**config.mk**
```make
export PLATFORM = sky130hd
export DESIGN_NAME = sa_weight_loader
export DESIGN_NICKNAME = d
export VERILOG_FILES = /design/src/rtl/sa_weight_loader_pkg.sv /design/src/rtl/sa_weight_address_decoder.sv /design/src/rtl/sa_weight_loader.sv
export SDC_FILE = /design/constraint.sdc
export NUM_CORES = 1
export LEC_CHECK = 0
export CAP_MARGIN = 20
export CORE_MARGIN = 2
export CORE_UTILIZATION = 46
export DETAILED_ROUTE_END_ITERATION = 10
export MAX_ROUTING_LAYER = met4
export PLACE_DENSITY = 0.87
export SETUP_SLACK_MARGIN = 0.02
export SYNTH_ARGS = -nofsm -noshare
export SYNTH_HDL_FRONTEND = slang
export SYNTH_SLANG_ARGS = --single-unit
```
**constraint.sdc**
```tcl
create_clock -name clk -period 2.26 [get_ports clk]
set_input_delay 0.226 -clock clk [delete_from_list [all_inputs] [get_ports clk]]
set_output_delay 0.226 -clock clk [all_outputs]
set_load 0.02 [all_outputs]
```
**src/rtl/sa_weight_loader_pkg.sv**
```systemverilog
// rtl/sa_weight_loader_pkg.sv - shared FSM encoding, tile size and transpose table for the weight loader
// Purpose: single source of truth for the loader state encoding and the 3x3
//          tile geometry used by the loader and its address decoder.
// Ports:   none (package).
package sa_weight_loader_pkg;

    typedef enum logic [2:0] {
        ST_IDLE = 3'd0,
        ST_READ = 3'd1,
        ST_RESP = 3'd2,
        ST_SEND = 3'd3,
        ST_DONE = 3'd4
    } state_e;

    localparam int CNT_W     = 4;
    localparam int TILE_SIZE = 9;
    localparam logic [CNT_W-1:0] LAST_CNT = CNT_W'(TILE_SIZE - 1);

    // Column-major transpose of the 3x3 tile: entry k sits at bits [4k+3:4k],
    // giving offsets 0,3,6,1,4,7,2,5,8 for k = 0..8.
    localparam logic [4*TILE_SIZE-1:0] TRANSPOSE_TABLE = {
        4'd8, 4'd5, 4'd2, 4'd7, 4'd4, 4'd1, 4'd6, 4'd3, 4'd0
    };

endpackage

```
**src/rtl/sa_weight_address_decoder.sv**
```systemverilog
// rtl/sa_weight_address_decoder.sv - combinational issue-index to tile-offset decoder
// Purpose: maps the issue counter (0..8) onto the transposed memory offset.
// Ports:   cnt_i    - issue index, 4 bits
//          offset_o - offset from the tile base, ADDR_W bits (0 for cnt_i > 8)
module sa_weight_address_decoder
    import sa_weight_loader_pkg::*;
#(
    parameter int ADDR_W = 6
) (
    input  logic [CNT_W-1:0]  cnt_i,
    output logic [ADDR_W-1:0] offset_o
);

    logic [5:0] lsb;
    logic [3:0] entry;

    always_comb begin
        lsb   = {cnt_i, 2'b00};
        entry = 4'd0;
        // Out-of-range counts cannot occur in the loader; map them to 0 so the
        // dynamic select never reaches past the table.
        if (cnt_i <= LAST_CNT) begin
            entry = TRANSPOSE_TABLE[lsb +: 4];
        end
        offset_o = ADDR_W'(entry);
    end

endmodule

```
**src/rtl/sa_weight_loader.sv**
```systemverilog
// rtl/sa_weight_loader.sv - loads one transposed 3x3 weight tile from memory into the systolic array
// Purpose: on start, reads nine weights at base + transpose(cnt) and hands
//          each one to the array with a valid/ready handshake.
// Ports:   clk, rst_n            - clock, synchronous active-low reset
//          start, abort          - tile request / cancel
//          base_addr             - tile base, captured on accepted start
//          mem_rd_en, mem_addr   - memory read request
//          mem_rdata             - read data, one cycle after mem_rd_en
//          w_data, w_idx, w_valid, w_ready - weight stream to the array
//          busy, done            - status
module sa_weight_loader
    import sa_weight_loader_pkg::*;
#(
    parameter int DATA_W = 8,
    parameter int ADDR_W = 6
) (
    input  logic              clk,
    input  logic              rst_n,
    input  logic              start,
    input  logic              abort,
    input  logic [ADDR_W-1:0] base_addr,
    output logic              mem_rd_en,
    output logic [ADDR_W-1:0] mem_addr,
    input  logic [DATA_W-1:0] mem_rdata,
    output logic [DATA_W-1:0] w_data,
    output logic [3:0]        w_idx,
    output logic              w_valid,
    input  logic              w_ready,
    output logic              busy,
    output logic              done
);

    state_e              state_q, state_d;
    logic [CNT_W-1:0]    cnt_q, cnt_d;
    logic [ADDR_W-1:0]   base_q, base_d;
    logic [DATA_W-1:0]   w_data_q, w_data_d;
    logic [3:0]          w_idx_q, w_idx_d;
    logic [ADDR_W-1:0]   offset;

    sa_weight_address_decoder #(
        .ADDR_W (ADDR_W)
    ) u_decoder (
        .cnt_i    (cnt_q),
        .offset_o (offset)
    );

    always_ff @(posedge clk) begin
        if (!rst_n) begin
            state_q  <= ST_IDLE;
            cnt_q    <= '0;
            base_q   <= '0;
            w_data_q <= '0;
            w_idx_q  <= '0;
        end else begin
            state_q  <= state_d;
            cnt_q    <= cnt_d;
            base_q   <= base_d;
            w_data_q <= w_data_d;
            w_idx_q  <= w_idx_d;
        end
    end

    always_comb begin
        state_d  = state_q;
        cnt_d    = cnt_q;
        base_d   = base_q;
        w_data_d = w_data_q;
        w_idx_d  = w_idx_q;

        unique case (state_q)
            ST_IDLE: begin
                if (start) begin
                    state_d = ST_READ;
                    cnt_d   = '0;
                    base_d  = base_addr;
                end
            end
            ST_READ: begin
                state_d = abort ? ST_IDLE : ST_RESP;
            end
            ST_RESP: begin
                if (abort) begin
                    state_d = ST_IDLE;
                end else begin
                    w_data_d = mem_rdata;
                    w_idx_d  = cnt_q;
                    state_d  = ST_SEND;
                end
            end
            ST_SEND: begin
                // Abort wins over a handshake in the same cycle.
                if (abort) begin
                    state_d = ST_IDLE;
                end else if (w_ready) begin
                    if (cnt_q == LAST_CNT) begin
                        state_d = ST_DONE;
                    end else begin
                        cnt_d   = cnt_q + 4'd1;
                        state_d = ST_READ;
                    end
                end
            end
            ST_DONE: begin
                state_d = ST_IDLE;
            end
            default: begin
                state_d = ST_IDLE;
            end
        endcase
    end

    // Address wraps naturally modulo 2^ADDR_W.
    assign mem_addr  = base_q + offset;
    assign mem_rd_en = (state_q == ST_READ);
    assign w_valid   = (state_q == ST_SEND);
    assign busy      = (state_q != ST_IDLE);
    assign done      = (state_q == ST_DONE);
    assign w_data    = w_data_q;
    assign w_idx     = w_idx_q;

endmodule

```
==> run summary <==
Lkg Pwr - 0.000775 µW
Hold Crit Start - mem_rdata[2]
CTS sink cnt - 25
Area share of the largest cell type after synthesis - 37.4%
Placement Cell Area - 1860 µm²
Clock slew at reported path FFs - 0.14 ns
Area of the mapped netlist - 1340 µm²
Slew Viols, Final - 0
Commonest non-fill, non-tap cells in the layout - 40 x nand2_1, 35 x clkdlybuf4s50_1, 23 x dfxtp_1, 19 x a21boi_0, 16 x buf_4
Root Driver - clkbuf_4
Final hold violation count - 0
Worst setup SP type - register
Setup crit end kind - primary output
Setup Viol. Count Final - 4
Status - complete, but fails checks
Pre-antenna DRT Iters - 4
Syn_area_per_cell - 8.37 µm²
CTS tree - done
WL per Instance - 13.9 µm
DIE AREA - 3360 µm²
Tcrit/Tclk final - 106%
Leading cell type in the layout, fill and taps excluded - nand2_1
Core area - 2760 µm²
Die Y-Extent - 58.0 µm
Achievable Freq - 417 MHz
Inserted Clock Buffers - 3
DP Wirelength - 2.44 mm
Min setup slack post-route - -0.141 ns
Max_cap viols - 0
Adder-Cell Fraction of Synth Area - 8.97%
Syn Nets - 188
Tot GR Track Use - 21.4%
Final instance area - 1930 µm²
Crit-path slowest cell - dfxtp_2
Final Wtd Congestion - 0.843
Total Wirelength - 3.37 mm
XOR/XNOR share of the synthesized area - 2.62%
Vias in the first global route - 1216
Synth Area in Simple Gates - 25.9%
Vias/cell - 5.20
RSZ-0062 raised after global routing - true
Post-CTS Setup Bufs - 0
#FFs+latches synth - 25
Flop2flop setup slack - 0.70 ns
Pwr Total - 842 µW
Via Count - 1259
Dpl cells - 238
Register area share after synthesis - 37.4%
Worst flop-to-flop path startpoint - state_q[1]
Setup_tns - -0.339 ns
# port buffers - 40
Tmin final - 2.40 ns
H-tree Lvls - 1
Post-synthesis compound-gate area fraction - 19.1%
Starting Density - 48.5%
Largest net degree at the start of global routing - 18
Initial antenna violation count - 0
CP Data Arrival Time - 2.17 ns
Largest family of logic cells by synthesized area - simple AND/OR/NAND/NOR gates
Gr ovfl total - 0
Power Dens Cells - 437 nW/µm²
P&R area growth vs syn - 44.0%
Finished Layout Cells - 242
Data required time of the worst path - 2.03 ns
CP Max Fanout - 4
# rows - 19
Slew @ Worst Pin - 0.451 ns
IO Count - 41
Drt drc - 0
Slew HR - 69.9%
Area leader, netlist - dfxtp_1
WHS Endpoint - w_data[2]
Pre-CTS setup slack - -0.312 ns
Antenna Nets Post-Route - 0
Reg2Reg Capture Point - w_data[6]
Ranking of synthesized cells by area - dfxtp_1 37%, nand2_1 11%, a21boi_0 11%
CP Depth - 10
Synth Instances - 160
Yosys cell types - 37
Die span in x - 58.0 µm
Yosys warnings - 0
Clk_skew - 0.00133 ns
Fin nets - 240
Worst-skew pair later-pin latency - 0.33 ns
Fill count - 219
CP Buf/Inv Count - 3
WHS Path Cells - 3
Clock tree buffer depth - 2
Crit path max-delay family - adder cells
Hold/Removal Path Class - in2reg
Starting DRT DRC Count - 38
Layout cells sized above 1 - 19.4%
Failing checks - negative setup slack
Crit Path Category - reg2out
Largest stage delay, worst path - 0.36 ns
Register-to-Register Path Depth - 4
Critical path cell sequence - inv_2 -> buf_6 -> ha_2 -> mux2i_1 -> nor2_1 -> ha_1 -> a211oi_2 -> nor2_1 -> xor2_2 -> buf_6
First-pass GRT wire length - 5.46 mm
Antenna diodes - 0
# hold bufs at CTS - 0
Peak supply drop - 0.415 mV
Post-synthesis mux area share - 0.748%
## through the flow
stage	hold WS (ns)	util [%]
3_3_place_gp	0.446	67.3
3_5_place_dp	0.461	67.3
5_1_grt	0.445	69.9
6_report	0.439	69.9
4_1_cts	0.437	69.8
2_1_floorplan	0.298	-
## worst reg2reg max path: stages (launching register included)
cell      delay (ns)
dfxtp_1         0.63
nand2b_1        0.11
or3_1           0.50
nand2_1         0.12
a21boi_0        0.09
## flip-flops by register name, indices dropped and copies added, names as in the netlist
name and count:
base_q 6, w_idx 4, cnt_q 4, state_q 3, w_data 8
## worst max-delay path by stage
| stage | start | endpoint | slack [ns] |
|---|---|---|---|
| global route | cnt_q[0] | mem_addr[4] | -0.27 |
| detailed placement | cnt_q[0] | mem_addr[5] | -0.31 |
| floorplan | cnt_q[0] | mem_addr[5] | 0.10 |
| global placement | cnt_q[0] | mem_addr[5] | -0.25 |
| finish | cnt_q[0] | mem_addr[5] | -0.14 |
| CTS | cnt_q[0] | mem_addr[5] | -0.14 |
## cells by family (layout without fill, tap and decap cells)
kind of cell,after synthesis,count (layout)
XOR/XNOR,4,4
adder cells (fa/ha/maj),9,9
AO/OA/AOI/OAI,36,36
multiplexers,1,1
AND/OR/NAND/NOR,68,68
flip-flops,25,25
buffers and inverters,17,68
## per-layer routing
metal / vias to the layer above / GRT usage [%] / routed length, µm
met3: 2 / 3.35 / 71
met4: 0 / 3.99 / 23
met5: - / - / 0
met1: 599 / 26.2 / 1480
li1: 637 / - / -
met2: 21 / 37.7 / 1790
## layout make-up
type | count | area (µm²) | share of cell area (%)
multi-input combinational | 118 | 823 | 42.7
sequential | 25 | 503 | 26.1
timing repair buffer | 54 | 498 | 25.8
tap | 31 | 38.8 | 2.01
inverter | 10 | 37.5 | 1.95
clock buffer | 3 | 22.5 | 1.17
clock inverter | 1 | 5.00 | 0.260
## report_power, final
group | total, µW | internal, µW | switching (µW) | leakage (µW)
registers | 471 | 454 | 17.3 | 0.000204
logic | 160 | 86.4 | 73.6 | 0.000553
clock network | 211 | 66.5 | 144 | 0.0000177
## synth_stat cells
cell type,instances
and3b_2,1
clkbuf_1,3
nor3b_1,2
nand3_1,3
o211ai_1,1
a21o_1,2
inv_1,10
nor3_1,4
and3_4,1
a31oi_1,2
nor4b_4,1
and4bb_4,1
o31ai_1,1
and2_1,1
nor2b_1,1
mux2i_1,1
nand2_1,40
a211oi_1,1
and2b_1,1
a21boi_1,2
o32ai_1,1
a21oi_1,2
buf_2,3
xnor2_1,3
a311oi_1,1
buf_4,1
nand3b_1,2
xor2_1,1
nor2_1,5
ha_1,8
dfxtp_1,25
a21boi_0,19
o21ai_0,4
or3_1,2
fa_1,1
nand2b_1,2
nand4_1,1
## what timing repair did
item,CTS,global route
pin swaps,9,2
setup endpoints to repair,5,5
resized for setup,41,2
Note: power is estimated with default switching activity, not from simulation.
